## src/rtl/bus_pkg.sv

```systemverilog
// Shared types and constants for the command-to-packet assembler.
package bus_pkg;

  typedef enum logic [2:0] {
    CMD_READ  = 3'd0,
    CMD_WRITE = 3'd1,
    CMD_ERASE = 3'd2,
    CMD_FLUSH = 3'd3
  } command_e;

  typedef enum logic [1:0] {
    IDLE   = 2'd0,
    ACTIVE = 2'd1,
    WAIT   = 2'd2,
    ERROR  = 2'd3
  } state_e;

  typedef struct packed {
    logic [7:0]  addr;
    logic [31:0] data;
    logic        valid;
    logic        ready;
  } transaction_s;

  typedef struct packed {
    transaction_s request;
    transaction_s response;
    logic [3:0]   id;
  } bus_packet_s;

  localparam logic [31:0] ERASE_PATTERN    = 32'hFFFF_FFFF;
  localparam logic [31:0] ERR_DATA_DEFAULT = 32'hDEAD_BEEF;

  // Data word sent to memory for a given operation; reads and flushes carry zero.
  function automatic logic [31:0] request_data(command_e op, logic [31:0] wdata);
    logic [31:0] d;
    d = '0;
    case (op)
      CMD_WRITE: d = wdata;
      CMD_ERASE: d = ERASE_PATTERN;
      default:   d = '0;
    endcase
    return d;
  endfunction

endpackage

```

## src/rtl/txn_timeout_counter.sv

```systemverilog
// Cycle counter for one outstanding operation; flags the last permitted cycle.
module txn_timeout_counter #(
  parameter int TIMEOUT = 16
) (
  input  logic clk,
  input  logic rst,
  input  logic clear,
  input  logic enable,
  output logic expired
);

  localparam int W = (TIMEOUT > 1) ? $clog2(TIMEOUT) : 1;
  localparam logic [W-1:0] LAST = W'(TIMEOUT - 1);

  logic [W-1:0] count;

  // Clear on a new operation, otherwise count every cycle the operation is live.
  always_ff @(posedge clk) begin
    if (rst) begin
      count <= '0;
    end else if (clear) begin
      count <= '0;
    end else if (enable) begin
      count <= count + W'(1);
    end
  end

  assign expired = (count == LAST);

endmodule

```

## src/rtl/bus_packet_assembler.sv

```systemverilog
// Turns one command into one memory transaction and emits the result as a packet.
//
// state  | meaning
// IDLE   | ready for a command once the previous packet is consumed
// ACTIVE | request presented to memory, waiting for it to be accepted
// WAIT   | request accepted, waiting for response data
// ERROR  | timeout; one cycle to load the error packet
module bus_packet_assembler
  import bus_pkg::*;
#(
  parameter int          TIMEOUT  = 16,
  parameter logic [31:0] ERR_DATA = ERR_DATA_DEFAULT
) (
  input  logic         clk,
  input  logic         rst,
  input  logic         cmd_valid,
  output logic         cmd_ready,
  input  command_e     cmd,
  input  logic [7:0]   cmd_addr,
  input  logic [31:0]  cmd_wdata,
  output transaction_s mem_req,
  input  transaction_s mem_rsp,
  output logic         pkt_valid,
  input  logic         pkt_ready,
  output bus_packet_s  pkt,
  output state_e       state,
  output logic [7:0]   err_count
);

  state_e       state_r;
  state_e       state_next;
  command_e     cmd_q;
  logic [7:0]   addr_q;
  logic [31:0]  wdata_q;
  logic [3:0]   tag_q;
  logic [3:0]   id_q;
  bus_packet_s  pkt_r;
  logic         pkt_valid_r;
  logic         pending_q;
  logic [7:0]   err_count_r;

  logic         accept;
  logic         load;
  logic         expired;
  transaction_s req_txn;
  transaction_s load_rsp;
  bus_packet_s  load_pkt;

  // The pending term keeps commands out during the cycle between loading a
  // packet and pkt_valid rising, so an op never starts before its predecessor
  // has been consumed.
  assign cmd_ready = (state_r == IDLE) && !pkt_valid_r && !pending_q;
  assign accept    = cmd_valid && cmd_ready;

  txn_timeout_counter #(.TIMEOUT(TIMEOUT)) u_timeout (
    .clk     (clk),
    .rst     (rst),
    .clear   (accept),
    .enable  ((state_r == ACTIVE) || (state_r == WAIT)),
    .expired (expired)
  );

  // Request fields as they appear both on the bus and in the packet.
  always_comb begin
    req_txn       = '0;
    req_txn.addr  = addr_q;
    req_txn.data  = request_data(cmd_q, wdata_q);
    req_txn.valid = 1'b1;
    req_txn.ready = 1'b0;
  end

  // Memory request strobes decoded from registered state only.
  always_comb begin
    mem_req       = '0;
    mem_req.addr  = addr_q;
    mem_req.data  = request_data(cmd_q, wdata_q);
    mem_req.valid = (state_r == ACTIVE) && (cmd_q != CMD_FLUSH);
    mem_req.ready = (state_r == WAIT);
  end

  // Next-state and packet-load decisions; completion takes priority over timeout.
  always_comb begin
    state_next = state_r;
    load       = 1'b0;
    load_rsp   = '0;
    case (state_r)
      IDLE: begin
        if (accept) state_next = ACTIVE;
      end
      ACTIVE: begin
        if (cmd_q == CMD_FLUSH) begin
          load       = 1'b1;
          state_next = IDLE;
        end else if (expired) begin
          state_next = ERROR;
        end else if (mem_rsp.ready) begin
          state_next = WAIT;
        end
      end
      WAIT: begin
        if (mem_rsp.valid) begin
          load           = 1'b1;
          load_rsp.addr  = mem_rsp.addr;
          load_rsp.data  = mem_rsp.data;
          load_rsp.valid = 1'b1;
          state_next     = IDLE;
        end else if (expired) begin
          state_next = ERROR;
        end
      end
      ERROR: begin
        load          = 1'b1;
        load_rsp.addr = addr_q;
        load_rsp.data = ERR_DATA;
        state_next    = IDLE;
      end
      default: state_next = IDLE;
    endcase
    load_pkt = '{request: req_txn, response: load_rsp, id: tag_q};
  end

  // FSM state register.
  always_ff @(posedge clk) begin
    if (rst) state_r <= IDLE;
    else     state_r <= state_next;
  end

  // Command capture, id tagging, packet register and error counter.
  always_ff @(posedge clk) begin
    if (rst) begin
      cmd_q       <= CMD_READ;
      addr_q      <= '0;
      wdata_q     <= '0;
      tag_q       <= '0;
      id_q        <= '0;
      pkt_r       <= '0;
      pkt_valid_r <= 1'b0;
      pending_q   <= 1'b0;
      err_count_r <= '0;
    end else begin
      if (accept) begin
        cmd_q   <= cmd;
        addr_q  <= cmd_addr;
        wdata_q <= cmd_wdata;
        tag_q   <= id_q;
        id_q    <= id_q + 4'd1;
      end
      pending_q <= load;
      if (load) pkt_r <= load_pkt;
      if (pending_q)                     pkt_valid_r <= 1'b1;
      else if (pkt_valid_r && pkt_ready) pkt_valid_r <= 1'b0;
      if ((state_r == ERROR) && (err_count_r != 8'hFF))
        err_count_r <= err_count_r + 8'd1;
    end
  end

  assign pkt       = pkt_r;
  assign pkt_valid = pkt_valid_r;
  assign state     = state_r;
  assign err_count = err_count_r;

endmodule

```

## config.mk

```make
export PLATFORM = sky130hd
export DESIGN_NAME = bus_packet_assembler
export DESIGN_NICKNAME = d
export VERILOG_FILES = /design/src/rtl/bus_pkg.sv /design/src/rtl/txn_timeout_counter.sv /design/src/rtl/bus_packet_assembler.sv
export SDC_FILE = /design/constraint.sdc
export NUM_CORES = 1
export LEC_CHECK = 0
export CELL_PAD_IN_SITES_DETAIL_PLACEMENT = 2
export CELL_PAD_IN_SITES_GLOBAL_PLACEMENT = 2
export CORE_MARGIN = 5
export CORE_UTILIZATION = 27
export CTS_CLUSTER_DIAMETER = 200
export DETAILED_ROUTE_END_ITERATION = 8
export GPL_TIMING_DRIVEN = 0
export PLACE_DENSITY = 0.83
export SLEW_MARGIN = 40
export SYNTH_ARGS = -nofsm -noshare
export SYNTH_HDL_FRONTEND = slang
export SYNTH_SLANG_ARGS = --single-unit
```

## constraint.sdc

```tcl
create_clock -name clk -period 5.65 [get_ports clk]
set_clock_uncertainty 0.05 [all_clocks]
set_input_delay 0.8475 -clock clk [delete_from_list [all_inputs] [get_ports clk]]
set_output_delay 0.8475 -clock clk [all_outputs]
set_load 0.01 [all_outputs]
```

==> metrics.csv <==
stage;metric;value;unit
drt;vias per inst;4.63;
sta;FMAX;292;MHz
cells_and_area;final core occ;41.6;%
global_route;vias in the first global route;6805;
drt;via count;6224;
sta;Slew Limit Fails;0;
drt;DR iter-0 viols;171;
min_path;worst hold path type;flop to flop;
die;I/O pin count;231;
critical_path;CP required;4750;ps
die;die width;163;um
sta;Slew headroom;49.9;%
cells_and_area;multi-input logic area;2660;um2
cells_and_area;Final nets;1108;
min_path;hold-critical path depth;2;
clock_network;clock slew at reported path FFs;60;ps
sta;worst-margin pin slew;749;ps
clock_network;CTS HTree Levels;4;
min_path;Hold EP;pkt[81]$_SDFFE_PP0P_;
synthesis;Mapped Area;6340;um2
power;Pwr Density;306;nW/um2
place;dpl hpwl;18400;um
die;num rows;56;
synthesis;Seq cells post-synth;153;
synthesis;Main synth FF type;dfxtp_1;
critical_path;Critical Path Start;cmd_q[1]$_SDFFE_PP0P_;
drt;Detail Route Antenna Nets;0;
sta;fin crit period;3430;ps
min_path;origin of the worst min-delay path;pkt[81]$_SDFFE_PP0P_;
synthesis;Distinct cells, synth;45;
critical_path;Reg2Reg Setup Slack;3310;ps
outcome;run status;finished clean;
synthesis;Synth area leaders;dfxtp_1, nand2_1, a21oi_1;
critical_path;startpoint types;flop;
clock_network;clk_lat worst skew;410;ps
global_route;aggregate global-route resource usage;18.3;%
run;Max Cap Viol;0;
critical_path;crit path DAT;2530;ps
die;Core ar.;23300;um2
synthesis;Post-synth EDFFs;0;
cells_and_area;share of cells above drive strength 1;10.8;%
global_route;first-pass GRT wire length;38400;um
cells_and_area;Sequential Area;3060;um2
global_route;antenna violations before repair;4;
clock_network;CTS tree;yes;
sta;Sum Neg Setup Slack;0;ps
drt;routed len/inst;18.1;um
clock_network;Max clock buf depth;2;
sta;final setup fails;0;
clock_network;root buffer cell;clkbuf_16;
global_route;largest net degree at the start of global routing;17;
die;die height;163;um
sta;Final period util;60.7;%
drt;Pre-Repair DR Iteration Count;4;
critical_path;R2R depth;8;
critical_path;FF-to-FF End;addr_q[6]$_SDFFE_PP0P_;
die;die area;26600;um2
clock_network;hold_buf cts;0;
clock_network;clk sinks;153;
place;GP Congestion;0.744;
critical_path;crit path max fanout;10;
synthesis;post-synth top area share;48.3;%
synthesis;Synth area leader;dfxtp_1;
synthesis;count leader, synth;dfxtp_1;
place;DP Area;9020;um2
clock_network;post-CTS setup buffers;0;
clock_network;Resized Gates After CTS;0;
synthesis;Post-synth top cells;dfxtp_1, nand2_1, nor2_1, a21oi_1, nor3_1;
cells_and_area;post-route cell area;9670;um2
synthesis;Seq/Total Area, Yosys;48.3;%
cells_and_area;fill cell count;2624;
drt;DR DRC count;0;
synthesis;Syn Inst Count;763;
sta;endpoints failing hold;0;
place;port bufs;228;
synthesis;syn avg cell area;8.31;um2
global_route;total grt overflow;0;
die;Initial Util;27.3;%
synthesis;asr flop ratio synth;0;%
clock_network;number of buffers created by CTS;17;
power;peak supply drop;0.172;mV
synthesis;Ys Warns;0;
power;Leakage;3.97;nW
critical_path;kind of critical path;flop to output port;
critical_path;FF-to-FF Start;state[0]$_SDFFE_PP0P_;
cells_and_area;# diodes;0;
cells_and_area;area grow syn2layout;52.6;%
sta;unrepaired setup endpoints after global routing;no;
critical_path;endpoint class of the critical path;output port;
drt;routed wire length;24300;um
## stage by stage
stage          cells  hold slack (ps)  power (W)  setup WS [ps]
2_1_floorplan    764              387    0.00146           3630
3_3_place_gp    1311              383    0.00170           2640
3_5_place_dp    1311              397    0.00172           2660
4_1_cts         1343              403    0.00301           2190
5_1_grt         1343              428    0.00310           2110
6_report        1343              404    0.00296           2220
## sequential cells by signal, summed over array words and instances, names as in the netlist, 2 cells and up
signal,flops
tag_q,4
id_q,4
cmd_q,3
pkt,86
wdata_q,32
u_timeout.count,4
addr_q,8
err_count,8
state,2
## layout make-up
class,count,share of cell area (%)
clock inverters,14,2.15
multi-input cells,507,27.5
well taps,319,4.13
plain buffers,99,6.25
flip-flops and latches,153,31.7
repair buffers,228,23.6
inverters,5,0.194
clock buffers,18,4.54
## layer usage
metal,routed length [um],vias up,global-route usage (%)
met3,1620,25,5.85
met4,250,8,3.58
met5,48,-,0
li1,-,3024,-
met2,12200,149,32.9
met1,10100,3018,21.4
## worst max path at each step
stage / end / slack [ps] / cells after the start
after floorplan: mem_req[10] / 3630 / 4
after global placement: err_count[7]$_SDFFE_PP0P_ / 2640 / 4
after detailed placement: mem_req[33] / 2660 / 5
after CTS: mem_req[33] / 2190 / 5
after global routing: mem_req[33] / 2110 / 5
final: mem_req[33] / 2220 / 5
## cell families (layout without fill, tap and decap cells)
| logic type | Yosys count | count (layout) | synth area share, % |
|---|---|---|---|
| buffers and inverters | 104 | 364 | 9.83 |
| multiplexers | 3 | 3 | 0.493 |
| other | 1 | 2 | 0.0591 |
| XOR/XNOR | 11 | 11 | 1.52 |
| flip-flops | 153 | 153 | 48.3 |
| AO/OA/AOI/OAI | 157 | 157 | 15.5 |
| adder cells (fa/ha/maj) | 8 | 8 | 1.58 |
| AND/OR/NAND/NOR | 326 | 326 | 22.7 |
## placed cells by master, fill, tap and decap left out, types with 3 or more instances in the layout
cell type,netlist,layout
inv_6,0,5
a21o_1,40,40
buf_2,21,21
clkbuf_16,0,17
bufinv_16,0,4
clkdlybuf4s50_1,0,228
buf_6,6,6
nand2_1,125,125
a22oi_1,8,8
a21oi_1,88,88
clkbuf_1,22,22
buf_1,7,7
nor2_1,92,92
nand4_1,4,4
nor3b_2,3,3
nor3_1,87,87
inv_1,5,5
a22o_1,8,8
xor2_1,9,9
buf_4,43,43
ha_1,8,8
dfxtp_1,153,153
## power by group
| part | internal, W | switching (W) | total, W | leakage, nW |
|---|---|---|---|---|
| clock | 0.000764 | 0.000502 | 0.00127 | 0.310 |
| combinational | 0.000265 | 0.000257 | 0.000522 | 2.42 |
| sequential | 0.00113 | 0.0000377 | 0.00117 | 1.24 |
| total | 0.00216 | 0.000796 | 0.00296 | 3.97 |
## critical path: stages (launching register included)
cell and delay, ps:
dfxtp_1 420, nor3b_2 520, buf_2 350, a21o_1 150, buf_4 110, clkdlybuf4s50_1 560
Note: power is estimated with default switching activity, not from simulation.
